## src/rtl/sd_pkt_committer_pkg.sv

```systemverilog
// Shared types and helpers for the packet committer: verdict encoding,
// drop counter width and small combinational helpers.
package sd_pkt_committer_pkg;

  typedef enum logic [1:0] {
    V_COMMIT,
    V_ABORT,
    V_ABORT_DROP
  } verdict_t;

  localparam int unsigned DROP_W = 16;

  // Verdict for a packet whose eop word arrives inside the legal length window.
  function automatic verdict_t eop_verdict(input logic err, input logic runt);
    return (err || runt) ? V_ABORT : V_COMMIT;
  endfunction

  function automatic logic [DROP_W-1:0] sat_inc(input logic [DROP_W-1:0] v);
    return (v == '1) ? v : v + 1'b1;
  endfunction

endpackage

```

## src/rtl/sd_pkt_committer_if.sv

```systemverilog
// Upstream word stream plus downstream commit-FIFO write side of the committer.
// The master modport is the committer's view; slave is its environment's.
interface sd_pkt_committer_if #(
  parameter int width = 8
);
  logic             c_srdy;
  logic             c_drdy;
  logic [width-1:0] c_data;
  logic             c_eop;
  logic             c_err;
  logic             p_srdy;
  logic             p_drdy;
  logic [width-1:0] p_data;
  logic             p_commit;
  logic             p_abort;

  modport master (
    input  c_srdy, c_data, c_eop, c_err, p_drdy,
    output c_drdy, p_srdy, p_data, p_commit, p_abort
  );

  modport slave (
    output c_srdy, c_data, c_eop, c_err, p_drdy,
    input  c_drdy, p_srdy, p_data, p_commit, p_abort
  );
endinterface

```

## src/rtl/sd_pkt_committer_output.sv

```systemverilog
// One-entry srdy/drdy output register: accepts a new word whenever it is
// empty or its current word is being taken downstream in the same cycle.
module sd_pkt_committer_output #(
  parameter int width = 8
) (
  input  logic             clk,
  input  logic             reset,
  input  logic             ic_srdy,
  output logic             ic_drdy,
  input  logic [width-1:0] ic_data,
  output logic             p_srdy,
  input  logic             p_drdy,
  output logic [width-1:0] p_data
);

  assign ic_drdy = p_drdy | ~p_srdy;

  always_ff @(posedge clk) begin
    if (reset) begin
      p_srdy <= 1'b0;
    end else if (ic_srdy && ic_drdy) begin
      p_srdy <= 1'b1;
    end else if (p_drdy) begin
      p_srdy <= 1'b0;
    end
  end

  always_ff @(posedge clk) begin
    if (ic_srdy && ic_drdy) begin
      p_data <= ic_data;
    end
  end

endmodule

```

## src/rtl/sd_pkt_committer.sv

```systemverilog
// Frames a word stream into a commit-capable FIFO: forwards words, then ends
// each packet with a single commit or abort pulse once the output is drained.
module sd_pkt_committer
  import sd_pkt_committer_pkg::*;
#(
  parameter int width   = 8,
  parameter int min_len = 4,
  parameter int max_len = 1518,
  parameter int lsz     = $clog2(max_len + 1)
) (
  input  logic              clk,
  input  logic              reset,
  sd_pkt_committer_if.master bus,
  output logic [DROP_W-1:0] drop_count
);

  typedef enum logic [1:0] {
    PKT,
    DRAIN,
    DROP
  } state_t;

  localparam logic [lsz-1:0] MIN_LEN = lsz'(min_len);
  localparam logic [lsz-1:0] MAX_LEN = lsz'(max_len);

  state_t         state;
  verdict_t       verdict;
  logic [lsz-1:0] len;
  logic [lsz-1:0] len_next;
  logic           commit_q;
  logic           abort_q;
  logic           out_srdy;
  logic           out_drdy;
  logic           accept;
  logic           out_empty_next;

  assign len_next       = len + 1'b1;
  assign accept         = bus.c_srdy & bus.c_drdy;
  assign out_srdy       = (state == PKT) & bus.c_srdy;
  // Nothing is loaded during DRAIN, so the register is empty next cycle
  // whenever it is empty now or its word is being taken now.
  assign out_empty_next = ~bus.p_srdy | bus.p_drdy;
  assign bus.p_commit   = commit_q;
  assign bus.p_abort    = abort_q;

  always_comb begin
    bus.c_drdy = 1'b0;
    case (state)
      PKT:     bus.c_drdy = out_drdy;
      DROP:    bus.c_drdy = 1'b1;
      default: bus.c_drdy = 1'b0;
    endcase
    if (reset) begin
      bus.c_drdy = 1'b0;
    end
  end

  sd_pkt_committer_output #(
    .width(width)
  ) u_output (
    .clk    (clk),
    .reset  (reset),
    .ic_srdy(out_srdy),
    .ic_drdy(out_drdy),
    .ic_data(bus.c_data),
    .p_srdy (bus.p_srdy),
    .p_drdy (bus.p_drdy),
    .p_data (bus.p_data)
  );

  // The pulse is registered one cycle ahead of the empty output register;
  // DRAIN is held through the pulse cycle so c_drdy stays low there too.
  always_ff @(posedge clk) begin
    if (reset) begin
      state      <= PKT;
      verdict    <= V_COMMIT;
      len        <= '0;
      commit_q   <= 1'b0;
      abort_q    <= 1'b0;
      drop_count <= '0;
    end else begin
      commit_q <= 1'b0;
      abort_q  <= 1'b0;
      case (state)
        PKT: begin
          if (accept) begin
            len <= len_next;
            if (bus.c_eop) begin
              verdict <= eop_verdict(bus.c_err, len_next < MIN_LEN);
              state   <= DRAIN;
            end else if (len_next == MAX_LEN) begin
              verdict <= V_ABORT_DROP;
              state   <= DRAIN;
            end
          end
        end
        DRAIN: begin
          if (commit_q || abort_q) begin
            len   <= '0;
            state <= (verdict == V_ABORT_DROP) ? DROP : PKT;
          end else if (out_empty_next) begin
            if (verdict == V_COMMIT) begin
              commit_q <= 1'b1;
            end else begin
              abort_q    <= 1'b1;
              drop_count <= sat_inc(drop_count);
            end
          end
        end
        DROP: begin
          if (accept && bus.c_eop) begin
            len   <= '0;
            state <= PKT;
          end
        end
        default: begin
          len   <= '0;
          state <= PKT;
        end
      endcase
    end
  end

endmodule

```

## src/flat_wrapper.sv

```systemverilog
// flat-port wrapper written by rule: the top's interface ports become plain ports
module sd_pkt_committer_flat import sd_pkt_committer_pkg::*;
#(
  parameter int width   = 8,
  parameter int min_len = 4,
  parameter int max_len = 1518,
  parameter int lsz     = $clog2(max_len + 1)
)
  (clk, reset, drop_count, bus_c_srdy, bus_c_data, bus_c_eop, bus_c_err, bus_p_drdy, bus_c_drdy, bus_p_srdy, bus_p_data, bus_p_commit, bus_p_abort);
  sd_pkt_committer_if #(.width(width)) bus_i ();
  input  logic clk;
  input  logic reset;
  output logic [DROP_W-1:0] drop_count;
  input wire logic [$bits(bus_i.c_srdy)-1:0] bus_c_srdy;
  input wire logic [$bits(bus_i.c_data)-1:0] bus_c_data;
  input wire logic [$bits(bus_i.c_eop)-1:0] bus_c_eop;
  input wire logic [$bits(bus_i.c_err)-1:0] bus_c_err;
  input wire logic [$bits(bus_i.p_drdy)-1:0] bus_p_drdy;
  output wire logic [$bits(bus_i.c_drdy)-1:0] bus_c_drdy;
  output wire logic [$bits(bus_i.p_srdy)-1:0] bus_p_srdy;
  output wire logic [$bits(bus_i.p_data)-1:0] bus_p_data;
  output wire logic [$bits(bus_i.p_commit)-1:0] bus_p_commit;
  output wire logic [$bits(bus_i.p_abort)-1:0] bus_p_abort;
  assign bus_i.c_srdy = bus_c_srdy;
  assign bus_i.c_data = bus_c_data;
  assign bus_i.c_eop = bus_c_eop;
  assign bus_i.c_err = bus_c_err;
  assign bus_i.p_drdy = bus_p_drdy;
  assign bus_c_drdy = bus_i.c_drdy;
  assign bus_p_srdy = bus_i.p_srdy;
  assign bus_p_data = bus_i.p_data;
  assign bus_p_commit = bus_i.p_commit;
  assign bus_p_abort = bus_i.p_abort;
  sd_pkt_committer #(.width(width), .min_len(min_len), .max_len(max_len), .lsz(lsz)) u_core (.clk(clk), .reset(reset), .bus(bus_i), .drop_count(drop_count));
endmodule
```

## config.mk

```make
export PLATFORM = sky130hd
export DESIGN_NAME = sd_pkt_committer_flat
export DESIGN_NICKNAME = d
export VERILOG_FILES = /design/src/rtl/sd_pkt_committer_pkg.sv /design/src/rtl/sd_pkt_committer_if.sv /design/src/rtl/sd_pkt_committer_output.sv /design/src/rtl/sd_pkt_committer.sv /design/src/flat_wrapper.sv
export SDC_FILE = /design/constraint.sdc
export NUM_CORES = 1
export LEC_CHECK = 0
export CAP_MARGIN = 20
export CORE_UTILIZATION = 30
export DETAILED_ROUTE_END_ITERATION = 16
export GPL_ROUTABILITY_DRIVEN = 0
export SKIP_LAST_GASP = 1
export SLEW_MARGIN = 20
export SYNTH_ARGS = -nofsm -noshare
export SYNTH_HDL_FRONTEND = slang
export SYNTH_SLANG_ARGS = --single-unit
```

## constraint.sdc

```tcl
create_clock -name clk -period 2.2 [get_ports clk]
set_clock_uncertainty 0.15 [all_clocks]
set_input_delay 0.44 -clock clk [delete_from_list [all_inputs] [get_ports clk]]
set_output_delay 0.44 -clock clk [all_outputs]
set_load 0.03 [all_outputs]
```

; ---- Word level (Yosys, flattened, before mapping)
; Index checks and enable logic that the tools add are counted.
[classes]
n_addsub = 2
order_cmp = 1
n_eq_ne = 9
mux = 20
n_bitwise = 9
reduce_logical = 13
[ops]
columns = operator, n
row1 = two-way mux 11 bit, 3
row2 = case mux 11 bit (3 select lines), 1
row3 = "adder 16 x 1 -> 16 bit, second input constant", 1
row4 = "equality test 16 bit, second input constant", 1
row5 = two-way mux 2 bit, 8
row6 = "adder 11 x 1 -> 11 bit, second input constant", 1
row7 = "equality test 11 bit, second input constant", 1
row8 = "< comparator 11 x 3 -> 1 bit, second input constant", 1
row9 = two-way mux 1 bit, 6
row10 = "inequality test 2 x 1 -> 1 bit, second input constant", 3
row11 = NOT 1 bit, 6
row12 = case mux 2 bit (3 select lines), 1
row13 = AND reduction 3 bit, 2
row14 = AND reduction 5 bit, 1
row15 = "equality test 2 bit, second input constant", 2
row16 = zero test 2 bit, 2
row17 = AND reduction 4 bit, 1
row18 = nonzero test 2 bit, 2
row19 = OR reduction 4 bit, 1
row20 = "inequality test 3 bit, second input constant", 1
row21 = AND 1 bit, 2
row22 = "equality test 2 x 1 -> 1 bit, second input constant", 1
row23 = logical AND 1 bit, 2
row24 = logical OR 1 bit, 2
row25 = 2 further kinds, 2
[word_totals]
register_bits = 42
out_inout_bits = 28
wordCells = 62

; ---- Depth between registers and ports, before layout
[logic_depth]
word_depth = 8
mapped_depth = 9
depth_no_buf = 7

; ---- Modules after synthesis
; A second synthesis with hierarchy kept.
[hier_totals]
hier_cells = 235
hier_area_um2 = 2180.8
[by_module_without_submodules]
columns = module, instances, cells_each, area_per_inst_um2, seq_area_each_um2
row1 = sd_pkt_committer, 1, 222, 1885.6, 660.6
row2 = sd_pkt_committer_output, 1, 13, 295.3, 260.2

; ---- Worst setup path after synthesis
; No wires, ideal clock.
[synth_path]
path_kind = register to register
start = register u_core.len[0]
end = register u_core.verdict[0]
t_arrival_ns = 2.124
t_required_ns = 1.955
slack_ns = -0.170
path_stages_with_launch = 10
path_buffers = 2
path_cell_list = dfxtp_1 ha_1 buf_4 nand2_1 or2_2 buf_2 xor2_1 nand3_1 or4b_1 a221oi_1
[synth_via]
elab_chain_cells = 5
elab_cells_between_ends = 8
[synth_lines]
columns = item, line
row1 = start: declaration, sd_pkt_committer.sv:28  ; logic [lsz-1:0] len;
row2 = start signal: assignment, sd_pkt_committer.sv:87  ; len <= len_next;
row3 = adder 11 x 1 -> 11 bit (*), sd_pkt_committer.sv:37  ; assign len_next = len + 1'b1;
row4 = < comparator 11 x 3 -> 1 bit, sd_pkt_committer.sv:89  ; verdict <= eop_verdict(bus.c_err, len_next < MIN_LEN);
row5 = logical OR 1 bit, sd_pkt_committer_pkg.sv:15  ; return (err || runt) ? V_ABORT : V_COMMIT;
row6 = two-way mux 1 bit, sd_pkt_committer_pkg.sv:15
row7 = two-way mux 2 bit, sd_pkt_committer.sv:88  ; if (bus.c_eop) begin
row8 = end signal: assignment, sd_pkt_committer.sv:89
row9 = end: declaration, sd_pkt_committer.sv:27  ; verdict_t verdict;
; Every way passes the cells marked *; elsewhere a longest branch is shown, timed or not.
; A chain may end at the register's enable or synchronous reset.

; ---- Worst setup path after layout
[layout_path]
start = register u_core.len[0]
end = register u_core.verdict[1]
[layout_via]
elab_chain_cells = 4
[layout_lines]
columns = item, line
row1 = adder 11 x 1 -> 11 bit, sd_pkt_committer.sv:37
row2 = equality test 11 bit, sd_pkt_committer.sv:91  ; end else if (len_next == MAX_LEN) begin
row3 = nonzero test 2 bit (no source line), n/a
row4 = AND reduction 3 bit (no source line), n/a
; Every way passes these cells.

==> flow_summary.ini <==
[status]
status = finished with violations
failed_checks = setup timing

[clock_tree]
root_buffer = clkbuf_8
cts.sinks = 42
cts_buffers = 5
clk_latency_ps = 300
clk_pin_slew_ps = 90
cts_buffer_depth = 2
tritoncts = built
cts_max_level = 2

[detailed_routing]
routed-wl-met3_um = 188
dr.pass1.iters = 4
via_count = 1990
wirelength_um = 5150
highest_layer = met4
drc = 0
ant_nets = 0
drt_iter0_markers = 84
viasPerCell = 4.88
wirelength_met1_um = 2560
wl_met2_um = 2320
avgRoutedWirePerCell_um = 12.6

[synth]
synth_xor_area_share_pct = 7.34
synth_edf_count = 8
ys_seq_area_share_pct = 42.9
syn_area_per_cell_um2 = 8.84
yosysWarnings = 0
synth_compound_area_share_pct = 15.0
synthArstFlopShare_pct = 0
yosys_register_bits = 42
synthFlopType = dfxtp_1
synthSimpleGateAreaFrac_pct = 27.2
yosysTopAreaCellShare_pct = 31.7
synth_top_family_by_area = simple AND/OR/NAND/NOR gates
yosys.area_share.adder_pct = 1.75
synthTopCellsByArea = dfxtp_1 32%, edfxtp_1 11%, nor2_1 6.1%
netlist-cell-type-count = 50
syn_nets = 260
syn_area_um2 = 2150
synthMuxAreaShare_pct = 0.466
syn_inst = 243
yosysTopAreaCell = dfxtp_1

[placement]
dp_hpwl_um = 3730
placed_area_um2 = 2860
post-place-ws_ps = -242
dp_cells = 399
portBuffers = 41

[timing]
hold_viol = 0
fin_ws_ps = -28.0
slew_viol_final = 0
setup_violations = 1
worst_pin_slew_ps = 419
slew-limit-headroom_pct = 71.9
period_share_pct = 101
max_freq_mhz = 449
rsz0062_at_grt = yes
layout_min_cycle_time_ps = 2230

[job]
maxCapViolCount = 0

[pwr]
finalPower_mw = 1.55
p_per_area_nw_per_um2 = 506
ir_drop_mv = 0.316
p_leak_nw = 1.06

[layout]
drive_gt1_share_pct = 24.4
num-nets-final = 328
final_area_um2 = 3050
fillers = 693
diodes = 0
final_util_pct = 44.4
syn2layout_area_growth_pct = 42.1
fin_cells = 408

[grt]
antenna_found_initial = 0
grt_first_pass_wirelength_um = 8310
grt_overflow = 0
grt_use_total_pct = 14.1
grt_max_degree = 24
grt_pass1_vias = 1741

[floorplanning]
coreArea_um2 = 6870
die_y_um = 86.6
rows = 30
io_pins = 42
start_util_pct = 31.3
dieArea_um2 = 7500
fp.dieW_um = 86.6

[critical_path]
arrival_ps = 2290
worstSetupStartpointType = register
cp_data_required_time_ps = 2270
worstPathMaxFanout = 8
crit_type = register to register
end_kind = register

[worst_hold_path]
hp-class = register to register
final timing paths:
path                                         from             endpoint  slack (ps)  cells after the start
worst max-delay path                u_core.len[0]    u_core.verdict[1]         -30                      7
worst max register to register      u_core.len[0]    u_core.verdict[1]         -30                      7
worst min-delay path            u_core.verdict[1]  u_core.bus.p_commit         300                      1
worst min register to register  u_core.verdict[1]  u_core.bus.p_commit         300                      1
cell families after synthesis:
group / after synthesis
simple gates: 109
compound gates: 51
flops: 42
buf+inv: 19
xor+xnor: 18
fa+ha+maj: 3
mux: 1
routing by layer:
layer | up-vias | GRT usage (%)
met1 | 927 | 19.5
met3 | 7 | 2.57
met2 | 52 | 22.0
met5 | - | 0
met4 | 0 | 4.85
li1 | 1004 | -
what timing repair did:
action / 4_1_cts / 5_1_grt
hold buffers: 0 / 0
pin swaps: 2 / 7
resized for setup: 0 / 21
endpoints found under the setup margin: 2 / 11
buffers inserted: 1 / 0
critical path, stage by stage, from the launching register on:
cell and delay, ps:
dfxtp_4 370, buf_12 130, and3_4 160, or4_4 520, a31oi_4 180, o21ai_2 80, or3_4 350, a221oi_2 200
power by group:
group	switching (mW)	internal [mW]
Combinational	0.107	0.0941
Clock	0.295	0.229
Sequential	0.0148	0.805
stage by stage:
stage,hold slack [ps],TNS [ps]
2_1_floorplan,269,0
3_3_place_gp,290,-3820
3_5_place_dp,288,-4040
4_1_cts,301,-78.0
5_1_grt,337,-87.8
6_report,302,-28.0
sequential cells by signal, indices dropped and copies added, names as in the netlist:
name and cells:
u_core.u_output.p_data 8, u_core.u_output.p_srdy 1, u_core.state 2, u_core.bus.p_commit 1, u_core.bus.p_abort 1, u_core.len 11, u_core.verdict 2, u_core.drop_count 16
synth_stat cells, types with 3 or more instances:
| cell | n |
|---|---|
| a31oi_1 | 4 |
| xnor2_1 | 7 |
| a21oi_1 | 22 |
| and4_1 | 3 |
| inv_1 | 5 |
| o21ai_0 | 9 |
| a211o_1 | 3 |
| nand2_1 | 18 |
| nor2_1 | 35 |
| nand4_1 | 5 |
| xor2_1 | 11 |
| or3_1 | 4 |
| and3_1 | 3 |
| dfxtp_1 | 34 |
| nand3_1 | 13 |
| edfxtp_1 | 8 |
| nor4_1 | 3 |
| or2_2 | 4 |
| ha_1 | 3 |
| clkbuf_1 | 6 |
| nor3_1 | 4 |
cell type report:
cell class	instances	area [um2]	share of cell area (%)
clock buffer	5	68.8	2.25
clock inverter	3	25.0	0.820
inverter	5	18.8	0.615
multi-input combinational	182	1210	39.7
sequential	42	932	30.5
tap	96	120	3.93
timing repair buffer	75	676	22.1
layout by cell type (no fill, tap or decap), drive strengths merged, types with 3 or more instances in the layout:
| master | synthesis | routed |
|---|---|---|
| and3 | 5 | 5 |
| ha | 3 | 3 |
| and4 | 3 | 3 |
| edfxtp | 8 | 8 |
| nand3 | 13 | 13 |
| nand2 | 18 | 18 |
| dfxtp | 34 | 34 |
| a21oi | 22 | 22 |
| clkbuf | 9 | 5 |
| o21ai | 10 | 10 |
| xnor2 | 7 | 7 |
| clkdlybuf4s50 | 0 | 40 |
| a211o | 3 | 3 |
| buf | 5 | 35 |
| or3 | 5 | 5 |
| nor4 | 3 | 3 |
| xor2 | 11 | 11 |
| nand4 | 6 | 6 |
| a31oi | 4 | 4 |
| or2 | 4 | 4 |
| nor3 | 4 | 4 |
| nor2 | 35 | 35 |
| inv | 5 | 6 |
No activity file was read; power rests on OpenSTA's default activity.
